[src/rtl/bc_polinomio_if.sv]
// bc_polinomio_if: start/mode request plus mux-select, load-enable and status lines between controller and datapath
//   master: drives start, mode; observes m0/m1/m2, lx/ls/lh, h, busy, done
//   slave : the controller side (bc_polinomio)
interface bc_polinomio_if;
  logic       start;
  logic       mode;
  logic [1:0] m0;
  logic [1:0] m1;
  logic [1:0] m2;
  logic       lx;
  logic       ls;
  logic       lh;
  logic       h;
  logic       busy;
  logic       done;
  modport master (output start, mode, input m0, m1, m2, lx, ls, lh, h, busy, done);
  modport slave  (input start, mode, output m0, m1, m2, lx, ls, lh, h, busy, done);
endinterface

[src/rtl/bc_polinomio.sv]
// bc_polinomio: Moore controller sequencing a 16-bit ALU datapath through A*X^2+B*X+C (mode 0) or (A*X+B)*(C+X) (mode 1)
//   clk : rising-edge clock
//   rst : asynchronous, active-low reset
//   bus : slave side of bc_polinomio_if (start/mode in; m0/m1/m2, lx/ls/lh, h, busy, done out)
module bc_polinomio (
  input logic clk,
  input logic rst,
  bc_polinomio_if.slave bus
);
  typedef enum logic [2:0] {IDLE, LDX, OP1, OP2, OP3, OP4, DONE} state_t;
  state_t st, nx;
  logic md;
  always_ff @(posedge clk or negedge rst)
    if (!rst) begin
      st <= IDLE;
      md <= 1'b0;
    end else begin
      st <= nx;
      if (st == IDLE && bus.start) md <= bus.mode;
    end
  // Outputs depend only on the state and the latched mode; the unused encoding
  // falls through to the all-zero default and returns to IDLE.
  always_comb begin
    nx       = IDLE;
    bus.m0   = 2'd0;
    bus.m1   = 2'd0;
    bus.m2   = 2'd0;
    bus.lx   = 1'b0;
    bus.ls   = 1'b0;
    bus.lh   = 1'b0;
    bus.h    = 1'b0;
    bus.busy = 1'b0;
    bus.done = 1'b0;
    case (st)
      IDLE: nx = bus.start ? LDX : IDLE;
      LDX: begin
        nx       = OP1;
        bus.busy = 1'b1;
        bus.lx   = 1'b1;
      end
      OP1: begin
        nx       = OP2;
        bus.busy = 1'b1;
        bus.h    = 1'b1;
        bus.ls   = 1'b1;
      end
      OP2: begin
        nx       = OP3;
        bus.busy = 1'b1;
        bus.m0   = 2'd2;
        bus.m1   = 2'd2;
        bus.m2   = 2'd1;
        bus.ls   = 1'b1;
      end
      OP3: begin
        nx       = OP4;
        bus.busy = 1'b1;
        bus.m0   = md ? 2'd3 : 2'd0;
        bus.m1   = md ? 2'd1 : 2'd2;
        bus.m2   = md ? 2'd1 : 2'd0;
        bus.h    = ~md;
        bus.ls   = ~md;
        bus.lh   = md;
      end
      OP4: begin
        nx       = DONE;
        bus.busy = 1'b1;
        bus.m0   = md ? 2'd0 : 2'd3;
        bus.m1   = 2'd2;
        bus.m2   = md ? 2'd3 : 2'd1;
        bus.h    = md;
        bus.ls   = 1'b1;
      end
      DONE: bus.done = 1'b1;
      default: nx = IDLE;
    endcase
  end
endmodule

[src/flat_wrapper.sv]
// flat-port wrapper written by rule: the top's interface ports become plain ports
module bc_polinomio_flat 
  (clk, rst, bus_start, bus_mode, bus_m0, bus_m1, bus_m2, bus_lx, bus_ls, bus_lh, bus_h, bus_busy, bus_done);
  bc_polinomio_if bus_i ();
  input logic clk;
  input logic rst;
  input wire logic [$bits(bus_i.start)-1:0] bus_start;
  input wire logic [$bits(bus_i.mode)-1:0] bus_mode;
  output wire logic [$bits(bus_i.m0)-1:0] bus_m0;
  output wire logic [$bits(bus_i.m1)-1:0] bus_m1;
  output wire logic [$bits(bus_i.m2)-1:0] bus_m2;
  output wire logic [$bits(bus_i.lx)-1:0] bus_lx;
  output wire logic [$bits(bus_i.ls)-1:0] bus_ls;
  output wire logic [$bits(bus_i.lh)-1:0] bus_lh;
  output wire logic [$bits(bus_i.h)-1:0] bus_h;
  output wire logic [$bits(bus_i.busy)-1:0] bus_busy;
  output wire logic [$bits(bus_i.done)-1:0] bus_done;
  assign bus_i.start = bus_start;
  assign bus_i.mode = bus_mode;
  assign bus_m0 = bus_i.m0;
  assign bus_m1 = bus_i.m1;
  assign bus_m2 = bus_i.m2;
  assign bus_lx = bus_i.lx;
  assign bus_ls = bus_i.ls;
  assign bus_lh = bus_i.lh;
  assign bus_h = bus_i.h;
  assign bus_busy = bus_i.busy;
  assign bus_done = bus_i.done;
  bc_polinomio u_core (.clk(clk), .rst(rst), .bus(bus_i));
endmodule
[config.mk]
export PLATFORM = sky130hd
export DESIGN_NAME = bc_polinomio_flat
export DESIGN_NICKNAME = d
export VERILOG_FILES = /design/src/rtl/bc_polinomio_if.sv /design/src/rtl/bc_polinomio.sv /design/src/flat_wrapper.sv
export SDC_FILE = /design/constraint.sdc
export NUM_CORES = 1
export LEC_CHECK = 0
export ABC_AREA = 1
export CORE_AREA = 2 2 39 41
export CTS_BUF_LIST = sky130_fd_sc_hd__clkbuf_4 sky130_fd_sc_hd__clkbuf_8
export CTS_CLUSTER_SIZE = 30
export DETAILED_ROUTE_END_ITERATION = 10
export DIE_AREA = 0 0 41 43
export GPL_ROUTABILITY_DRIVEN = 0
export PLACE_DENSITY = 0.51
export SLEW_MARGIN = 20
export SYNTH_ARGS = -nofsm -noshare
export SYNTH_HDL_FRONTEND = slang
export SYNTH_SLANG_ARGS = --single-unit
[constraint.sdc]
create_clock -name clk -period 1.37 [get_ports clk]
set_input_delay 0.411 -clock clk [delete_from_list [all_inputs] [get_ports clk]]
set_output_delay 0.411 -clock clk [all_outputs]
set_load 0.02 [all_outputs]
-- Word level (Yosys, flattened, before mapping)
Index checks and enable logic that the tools add are counted.
- register bits: 4
- bits of input ports: 4
- output and inout bits: 12
- logic and storage cells: 30
- equal/unequal tests: 6
- muxes and demuxes: 16
- bitwise operators: 1
- reductions and logical operators: 5
- operators with widths (cell ; count):
    case mux 3 bit (6 select lines) ; 1
    case mux 2 bit (3 select lines) ; 2
    equality test 3 bit (second input constant) ; 3
    two-way mux 2 bit ; 4
    equality test 3 x 2 -> 1 bit (second input constant) ; 2
    two-way mux 1 bit ; 6
    OR reduction 5 bit ; 1
    case mux 2 bit (2 select lines) ; 1
    equality test 3 x 1 -> 1 bit (second input constant) ; 1
    logical NOT 3 bit ; 1
    case mux 1 bit (3 select lines) ; 1
    OR reduction 3 bit ; 1
    case mux 1 bit (2 select lines) ; 1
    OR reduction 2 bit ; 1
    logical AND 1 bit ; 1
    inverter 1 bit ; 1

-- Depth between registers and ports, before layout
- word-level depth: 3
- gate-level depth with buffers: 6
- mapped depth without buffers: 5

-- Least setup slack after synthesis
No wires, ideal clock.
- path type: register -> output
- from: register u_core.st[0]
- to: output port bus_busy
- arrival: 973 ps
- data required time: 959 ps
- setup slack: -14 ps
- stages on the path, launching flop included: 6
- buffers on the path: 1
- cell sequence: dfrtp_1 -> buf_6 -> nor2_4 -> nand2_2 -> and2_4 -> nand2_1
- longest elaborated chain between the ends: 3
- elaborated cells on any way between the ends: 7
- classes of those cells: eq/ne: 5; mux: 1; reduce/logical: 1
- RTL lines (what ; line ; text):
    start, declared ; bc_polinomio.sv:11 ; state_t st, nx;
    start signal, assigned ; bc_polinomio.sv:18 ; st <= nx;
    equality test 3 x 1 -> 1 bit, or another cell as far along ; bc_polinomio.sv:34 ; case (st)
    OR reduction 5 bit (no source line) (*) ; -- ;
    two-way mux 1 bit (*) ; bc_polinomio.sv:34 ;
    end, declared ; flat_wrapper.sv:16 ; output wire logic [$bits(bus_i.busy)-1:0] bus_busy;
Mark *: on every way between the ends. The rest lies on a longest branch, timed or not.

-- Final worst setup path
- from: register u_core.st[1]
- to: output port bus_busy
The elaborated chain is that of the path after synthesis.

==> results.md <==
* Register area share after synthesis at roughly 33%
* Sum Neg Setup Slack at -2.92 ns
* TritonCTS clock tree: done
* Worst setup margin at -0.296 ns
* CP required at ~0.96 ns
* Vias in the first global route at slightly below 400
* Synthesized area at 303 um2
* Port buffer count at 15
* # diodes at 0
* Adder-cell share of the synthesized area at 0%
* Core ar. at 0.00138 mm2
* GRT Util Overall at between 10 and 15%
* Design area at 624 um2
* RSZ-0062 raised after global routing: true
* Pwr Total at roughly 0.0017 W
* Mapped Nets at between 40 and 50
* Largest family of logic cells by synthesized area: simple AND/OR/NAND/NOR gates
* Simple-Gate Fraction of Synth Area at about 46%
* CTS buffer count at 3
* Startpoint Class: flop
* Final WL at a little under 1000 um
* Final Max Slew Viols at 0
* Fmax at 600 MHz
* Setup Slack @ Placement at -0.547 ns
* Most frequent cells in the layout: 16 x buf_4, 10 x nand2_1, 10 x buf_6
* Final ANT Viol Nets at 0
* Clock Sink Count at 4
* Max-slew headroom at ~86%
* Cells after synthesis at between 40 and 50
* Mux cell area share after synthesis at 0%
* Max-cap violations at 0
* HP Class: primary input to async pin
* Hold violation count in the final report at 0
* Via/cell ratio at roughly 4.5
* Clk pin slew, worst setup/hold paths at roughly 0.04 ns
* Compound-Gate Fraction of Synth Area at 3.31%
* Failing checks: negative setup slack
* Register bit count reported by yosys at 4
* DRC at 0
* HPWL after DPL at around 660 um
* Critical path class: flop to output pin
* Chip Width at roughly 41 um
* Number of distinct library cells after synthesis at 12
* Max IR drop VDD at between 900 and 1000 uV
* Final net count at approximately 80
* DRT Pass-1 Iters at 4
* Synth Area in XOR/XNOR at 0%
* Initial antenna violation count at 0
* Final Skew at 0.00155 ns
* Post-Syn Area per Cell at between 6 and 7 um2
* Minimum clock period at about 1.7 ns
* Worst path arrival time at ~1.3 ns
* Die area at between 0.0015 and 0.002 mm2
* Run status: finished with violations
* Finish-stage setup viols at 12
* DR iter-0 viols at 11
* Starting Density at between 20% and 30%
* Worst Path Max Fanout at 5
* Std cell rows at 14
* Finished Layout Cells at between 90 and 100
* Cell Area, Placed at between 500 and 600 um2
* Global-route wire length before repair at between 1500 and 2000 um
* Most common cell after layout, fill and taps aside: buf_4
* IO Pins at 16
* Htree depth at 1
* Die Y at about 43 um
* Worst-Margin Slew at roughly 0.2 ns
* Pwr dens at 2750 mW/mm2
* Largest net degree at the start of global routing at 8
* CTS Buffer Depth at 2
* Clock tree root buffer cell: clkbuf_4
* Worst skew pair latency at 0.24 ns
* P_leak at approximately 0.36 nW
* Layout cells sized above 1 at between 60% and 70%
* Via count at about 410
* Routed WL per cell at 10.6 um
* YS warnings at 0
* Global route overflow at 0
* Area growth syn-to-layout at 106%
* Placed Cells at slightly above 80
* Crit path capture type: output pin
* Final period util at 122%
-- metal layers --
metal	track usage [%]	wire (um)	share of wire, %
met1	16.0	398	41
met2	18.1	508	53
met3	3.14	39	4.1
met4	10.0	14	1.5
met5	0	0	0
-- state kept, by name (all words and copies together) (netlist names) --
name	cells
u_core.st	3
u_core.md	1
-- final cells by class --
| cell class | count | area [um2] |
|---|---|---|
| Sequential cell | 4 | 104 |
| Clock buffer | 3 | 22.5 |
| Multi-Input combinational cell | 30 | 180 |
| Fill cell | 134 | 759 |
| Inverter | 8 | 30.0 |
| Tap cell | 16 | 20.0 |
| Timing Repair Buffer | 30 | 268 |
-- final timing paths --
path,start,endpoint,slack (ns),cells past startpoint
worst max-delay path,u_core.st[1]$_DFF_PN0_,bus_busy,-0.30,5
worst min-delay path,rst,u_core.md$_DFFE_PN0P_,0.38,1
worst max register to register,u_core.st[1]$_DFF_PN0_,u_core.md$_DFFE_PN0P_,0.24,6
worst min register to register,u_core.md$_DFFE_PN0P_,u_core.md$_DFFE_PN0P_,0.57,2
max in group asynchronous,rst,u_core.st[2]$_DFF_PN0_,0.79,1
min in group clk,u_core.md$_DFFE_PN0P_,u_core.md$_DFFE_PN0P_,0.57,2
-- per-stage QoR --
stage | util, % | hold slack, ns
finish | 45.1 | 0.383
floorplan | - | 0.115
detailed placement | 37.1 | 0.544
global placement | 37.1 | 0.526
CTS | 41.9 | 0.385
global route | 45.1 | 0.385
-- critical path, stage by stage, from the launching register on --
cell and delay, ns:
dfrtp_2 0.45, nor2_4 0.17, nand2_2 0.08, and2_4 0.16, nand2_2 0.05, buf_6 0.11
-- synthesized netlist by cell type --
cell     number  share of area, %
nor2_4        1               3.7
nand2_2       1               2.1
nor2_1        2               2.5
nand3_1       8                13
nand2_1      11                14
and2_4        1               2.9
buf_6         2               7.4
inv_1         5               6.2
dfrtp_1       4                33
inv_2         3               3.7
o21ai_0       2               3.3
nand4_1       4               8.3
-- repair_timing --
| item | 4_1_cts | 5_1_grt |
|---|---|---|
| gates resized for setup | 71 | 7 |
| pin swaps | 4 | 1 |
| buffers inserted | 5 | 2 |
| setup endpoints to repair | 12 | 12 |
| hold buffers | 0 | 0 |
-- cells by family after synthesis --
family,after synthesis
compound gates,2
flops,4
buf+inv,10
simple gates,28
-- where the power goes --
group	switching, W	total [W]	internal, W	leakage [nW]
Clock	0.0000488	0.000147	0.0000980	0.0138
Combinational	0.000622	0.00128	0.000654	0.297
Sequential	0.000111	0.000294	0.000183	0.0463
Power figures use the tool's default switching activity.
